$ cat config.mk
export PLATFORM = sky130hd
export DESIGN_NAME = signed_divider_seq
export DESIGN_NICKNAME = d
export VERILOG_FILES = /design/src/rtl/mips_arith_pkg.sv /design/src/rtl/div_restore_step.sv /design/src/rtl/signed_divider_seq.sv
export SDC_FILE = /design/constraint.sdc
export NUM_CORES = 1
export LEC_CHECK = 0
export ABC_AREA = 1
export CAP_MARGIN = 20
export CORE_UTILIZATION = 40
export CTS_CLUSTER_SIZE = 24
export DETAILED_ROUTE_END_ITERATION = 6
export GPL_ROUTABILITY_DRIVEN = 0
export PLACE_DENSITY_LB_ADDON = 0.3
export SYNTH_ARGS = -nofsm -noshare
export SYNTH_HDL_FRONTEND = slang
export SYNTH_SLANG_ARGS = --single-unit
$ cat constraint.sdc
create_clock -name clk -period 3.9 [get_ports clk]
set_input_delay 0.39 -clock clk [delete_from_list [all_inputs] [get_ports clk]]
set_output_delay 0.39 -clock clk [all_outputs]
set_load 0.03 [all_outputs]
$ cat src/rtl/mips_arith_pkg.sv
// Shared arithmetic definitions for the MIPS HI/LO datapath blocks.
// Holds the divider FSM encoding and the iteration-counter sizing rule.
package mips_arith_pkg;

   typedef logic [1:0] state_t;

   localparam logic [1:0] S_IDLE = 2'd0;
   localparam logic [1:0] S_CALC = 2'd1;
   localparam logic [1:0] S_DONE = 2'd2;

   // One extra bit so the counter can hold WIDTH itself without wrapping.
   function automatic int cnt_width(input int w);
      return $clog2(w) + 1;
   endfunction

endpackage

$ cat src/rtl/div_restore_step.sv
// One restoring-division step on magnitudes.
// The partial remainder is shifted, fed the next dividend bit, and trial-subtracted.
module div_restore_step #(
   parameter int WIDTH = 16
) (
   input  logic [WIDTH:0] rem,
   input  logic           dividend_bit,
   input  logic [WIDTH:0] divisor,
   output logic [WIDTH:0] next_rem,
   output logic           q_bit
);

   logic [WIDTH+1:0] w_shift;
   logic [WIDTH+1:0] w_diff;

   assign w_shift  = {rem, dividend_bit};
   assign w_diff   = w_shift - {1'b0, divisor};

   // A clear top bit means the trial subtraction did not borrow.
   assign q_bit    = ~w_diff[WIDTH+1];
   assign next_rem = q_bit ? w_diff[WIDTH:0] : w_shift[WIDTH:0];

endmodule

$ cat src/rtl/signed_divider_seq.sv
// Sequential signed divider: one quotient bit per clock on operand magnitudes,
// with sign fixup applied as the final result is registered.
module signed_divider_seq
   import mips_arith_pkg::*;
#(
   parameter int WIDTH = 16
) (
   input  logic                    clk,
   input  logic                    reset,
   input  logic                    start,
   input  logic signed [WIDTH-1:0] A,
   input  logic signed [WIDTH-1:0] B,
   output logic signed [WIDTH-1:0] Quotient,
   output logic signed [WIDTH-1:0] Remainder,
   output logic                    busy,
   output logic                    done,
   output logic                    div_by_zero
);

   localparam int              CNT_W     = cnt_width(WIDTH);
   localparam logic [CNT_W-1:0] LAST_ITER = CNT_W'(WIDTH - 1);
   localparam logic [WIDTH-1:0] ONE       = WIDTH'(1);

   // Magnitude as an unsigned value; the most negative input maps to 2^(WIDTH-1).
   function automatic logic [WIDTH-1:0] mag(input logic signed [WIDTH-1:0] x);
      return x[WIDTH-1] ? ((~x) + ONE) : x;
   endfunction

   function automatic logic [WIDTH-1:0] apply_sign(input logic [WIDTH-1:0] x,
                                                   input logic            neg);
      return neg ? ((~x) + ONE) : x;
   endfunction

   logic [1:0]              r_state;
   logic [CNT_W-1:0]        r_iter;
   logic [WIDTH:0]          r_rem;
   logic [WIDTH-1:0]        r_dvd;
   logic [WIDTH-1:0]        r_dvs;
   logic [WIDTH-2:0]        r_quo;
   logic                    r_neg_q;
   logic                    r_neg_r;
   logic signed [WIDTH-1:0] r_q_out;
   logic signed [WIDTH-1:0] r_r_out;
   logic                    r_done;
   logic                    r_dbz;

   logic                    w_accept;
   logic                    w_b_zero;
   logic [WIDTH:0]          w_next_rem;
   logic                    w_q_bit;
   logic [WIDTH-1:0]        w_quo_final;
   logic [WIDTH-1:0]        w_q_fix;
   logic [WIDTH-1:0]        w_r_fix;

   assign w_accept    = start && ((r_state == S_IDLE) || (r_state == S_DONE));
   assign w_b_zero    = (B == '0);
   assign w_quo_final = {r_quo, w_q_bit};
   assign w_q_fix     = apply_sign(w_quo_final, r_neg_q);
   assign w_r_fix     = apply_sign(w_next_rem[WIDTH-1:0], r_neg_r);

   div_restore_step #(
      .WIDTH (WIDTH)
   ) u_step (
      .rem          (r_rem),
      .dividend_bit (r_dvd[WIDTH-1]),
      .divisor      ({1'b0, r_dvs}),
      .next_rem     (w_next_rem),
      .q_bit        (w_q_bit)
   );

   // Operand/partial-remainder datapath; meaningless outside CALC, so not reset.
   always_ff @(posedge clk) begin
      if (w_accept) begin
         r_rem   <= '0;
         r_dvd   <= mag(A);
         r_dvs   <= mag(B);
         r_quo   <= '0;
         r_neg_q <= A[WIDTH-1] ^ B[WIDTH-1];
         r_neg_r <= A[WIDTH-1];
      end else if (r_state == S_CALC) begin
         r_rem   <= w_next_rem;
         r_dvd   <= {r_dvd[WIDTH-2:0], 1'b0};
         r_quo   <= {r_quo[WIDTH-3:0], w_q_bit};
      end
   end

   // Control and registered results.
   always_ff @(posedge clk) begin
      if (reset) begin
         r_state <= S_IDLE;
         r_iter  <= '0;
         r_q_out <= '0;
         r_r_out <= '0;
         r_done  <= 1'b0;
         r_dbz   <= 1'b0;
      end else begin
         // done trails the DONE state by one cycle.
         r_done <= (r_state == S_DONE);
         case (r_state)
            S_IDLE, S_DONE: begin
               if (start) begin
                  if (w_b_zero) begin
                     r_q_out <= '1;
                     r_r_out <= A;
                     r_dbz   <= 1'b1;
                     r_state <= S_DONE;
                  end else begin
                     r_dbz   <= 1'b0;
                     r_iter  <= '0;
                     r_state <= S_CALC;
                  end
               end else begin
                  r_state <= S_IDLE;
               end
            end
            S_CALC: begin
               if (r_iter == LAST_ITER) begin
                  r_q_out <= w_q_fix;
                  r_r_out <= w_r_fix;
                  r_state <= S_DONE;
               end else begin
                  r_iter <= r_iter + CNT_W'(1);
               end
            end
            default: r_state <= S_IDLE;
         endcase
      end
   end

   assign Quotient    = r_q_out;
   assign Remainder   = r_r_out;
   assign busy        = (r_state == S_CALC);
   assign done        = r_done;
   assign div_by_zero = r_dbz;

endmodule

==> flow_metrics.tcl <==
set metrics [dict create \
    final_cells 1169 \
    pre_cts_slack_ps 481.7 \
    cts.clk_slew.worst_paths_ps 70 \
    dieArea_um2 16740 \
    holdBufCountCts 0 \
    maxClockFrequency_mhz 294.5 \
    rsz0062_at_grt "false" \
    num_antenna_cells 0 \
    first_pass_iters 7 \
    seqCellArea_um2 2482 \
    finalWorstSetupSlack_ps 504.1 \
    ys_seq_area_frac 0.3825 \
    syn_to_final_growth_pct 18.03 \
    ys_types 46 \
    slew_headroom 0.5735 \
    clockBufferDepth 2 \
    grt_max_degree 36 \
    cellPowerDensity_nw_per_um2 631.5 \
    slew_viol_final 0 \
    start_util 0.4086 \
    syn_area_um2 6490 \
    multi_input_area_um2 3371 \
    hold_viol 0 \
    yosysWarningCount 0 \
    grt_pass1_vias 5672 \
    min_period_ps 3396 \
    drtIter0Drc 362 \
    path_class "flip-flop to flip-flop" \
    die_h_um 129.4 \
    grtUsageTotal 0.2157 \
    die_w_um 129.4 \
    port_buffers 69 \
    cts_resized 0 \
    synth_edf_count 34 \
    setup_viol 0 \
    synth.area.top_cells "dfxtp_1 23%, edfxtp_1 16%, nand2_1 10%" \
    async_flop_share 0 \
    drv_cap 0 \
    power_leakage_nw 3.304 \
    routedWlPerCell_um 14.57 \
    antenna_found_initial 1 \
    cts-root-buf "clkbuf_16" \
    rows 46 \
    grt_pass1_wl_um 28020 \
    ir_worst_vdd_mv 0.3352 \
    routed-via-count 6050 \
    final.setup.tns_ps 0 \
    nNetsFinal 1006 \
    drc 0 \
    cts_setup_buffers 0 \
    outcome "complete, no violations" \
    yosysTopAreaCell "dfxtp_1" \
    numClockSinks 107 \
    ys.flop_type "dfxtp_1" \
    nFillCells 1630 \
    routed_via_density 5.175 \
    synth_top_area_share 0.2252 \
    rrSetupSlack_ps 500 \
    hp-class "flip-flop to flip-flop" \
    cts_tree "built" \
    drtAntennaViolNets 0 \
    cp.arrival_ps 3640 \
    ios 70 \
    fin_crit_sh 0.8707 \
    htreeDepth 3 \
    dp_hpwl_um 12640 \
    crit_fanout 5 \
    syn_inst 887 \
    critPathLaunchType "flip-flop" \
    layout-drive-gt1-share 0.07240 \
    fin_skew_ps 12.12 \
    core_um2 15890 \
    end_kind "flip-flop" \
    clock_latency_ps 360 \
    worst_pin_slew_ps 638.8 \
    cp_data_required_time_ps 4140 \
    synth_nets 945 \
    grt-ovfl-total 0 \
    synth_seq_cells 107 \
    cts_buffers 9 \
    synth_area_per_cell_um2 7.317 \
    dp_cells 1153 \
    wl_um 17030 \
]
## registers in the layout, summed over array words and instances (netlist names), 2 cells and up
signal	cells
r_dvd	16
r_quo	15
r_state	2
r_rem	17
r_dvs	16
Quotient	16
Remainder	16
r_iter	5
## logic make-up (layout without fill, tap and decap cells)
logic type / after synthesis / count (layout) / share of synthesized area
fa+ha+maj: 23 / 23 / 0.04550
xor+xnor: 39 / 39 / 0.05263
simple gates: 401 / 401 / 0.2747
flops: 107 / 107 / 0.3825
buf+inv: 154 / 220 / 0.09929
compound gates: 163 / 163 / 0.1454
## critical path, cell delays in order (launching register included)
cell	delay, ps
edfxtp_1	320
inv_1	40
ha_1	340
nand2_2	150
inv_1	70
a21oi_2	180
nand3_2	130
nand2_2	110
nand3_1	120
nand2_1	140
ha_1	150
inv_1	40
nor3_1	260
nand3_1	200
nor3_2	210
nand3_1	150
o21ai_0	220
inv_1	80
nor2_1	120
nand3_1	80
o211ai_1	90
a21oi_1	80
## metal layers
metal	wire [um]	share of wire	global-route usage	vias up
li1	-	-	-	3056
met1	7665	0.45	0.2731	2792
met2	7912	0.46	0.3571	172
met3	1042	0.061	0.05285	28
met4	397	0.023	0.07612	2
met5	9	0.00053	0	-
## worst paths after layout
check                           cells past startpoint           end         from
worst min register to register                      2   Quotient[9]  Quotient[9]
worst max-delay path                               21  Quotient[14]     r_dvs[8]
worst min-delay path                                2   Quotient[9]  Quotient[9]
worst max register to register                     21  Quotient[14]     r_dvs[8]
## cell usage in the layout (no fill, tap or decap), drive strengths merged, types with 2 or more instances in the layout
master,synthesis,layout
or2,2,2
ha,22,22
nand2,195,195
o22ai,23,23
o31ai,4,4
a31o,2,2
nor2,92,92
xor2,24,24
nor3b,2,2
xnor2,15,15
nand4,6,6
o21bai,3,3
dfxtp,73,73
clkdlybuf4s50,0,69
inv,123,126
nand3b,4,4
a21oi,48,48
buf,13,10
nand3,79,79
nor3,19,19
clkbuf,16,10
o211ai,9,9
a31oi,10,10
o21ai,60,60
clkinv,2,4
edfxtp,34,34
## final cells by class
| type | instances | area share |
|---|---|---|
| inverter | 125 | 0.06125 |
| multi-input combinational | 626 | 0.4401 |
| timing repair buffer | 79 | 0.09997 |
| sequential | 107 | 0.3241 |
| tap | 216 | 0.03528 |
| clock inverter | 6 | 0.009474 |
| clock buffer | 10 | 0.02989 |
## Yosys cell counts (3+ instances only)
master	number
nand2_1	175
inv_1	120
nor2_1	87
nand3_1	77
dfxtp_1	73
o21ai_0	50
a21oi_1	45
edfxtp_1	34
xor2_1	24
o22ai_1	23
ha_1	22
nor3_1	18
clkbuf_1	16
nand2_2	16
xnor2_1	15
a31oi_1	10
o211ai_1	9
nand4_1	6
o21ai_1	6
buf_4	5
nand2_4	4
nand3b_1	4
o21ai_2	4
o31ai_1	4
a21oi_2	3
buf_6	3
inv_2	3
nor2_2	3
o21bai_1	3
## per-stage QoR
step / instance area (um2) / hold slack, ps / utilization / power, W
after floorplan: 6490 / 417.2 / - / 0.003329
after global placement: 7353 / 457.0 / 0.4629 / 0.003856
after detailed placement: 7353 / 458.3 / 0.4629 / 0.003886
after CTS: 7655 / 471.6 / 0.4819 / 0.004850
after global routing: 7660 / 485.8 / 0.4822 / 0.005232
final: 7660 / 469.5 / 0.4822 / 0.004838
## where the power goes
part	switching, W	leakage, nW	internal, W
clock	0.000440	0.151	0.000508
combinational	0.00164	2.22	0.000826
sequential	0.000101	0.931	0.00133
total	0.00218	3.30	0.00266
Power figures use the tool's default switching activity.
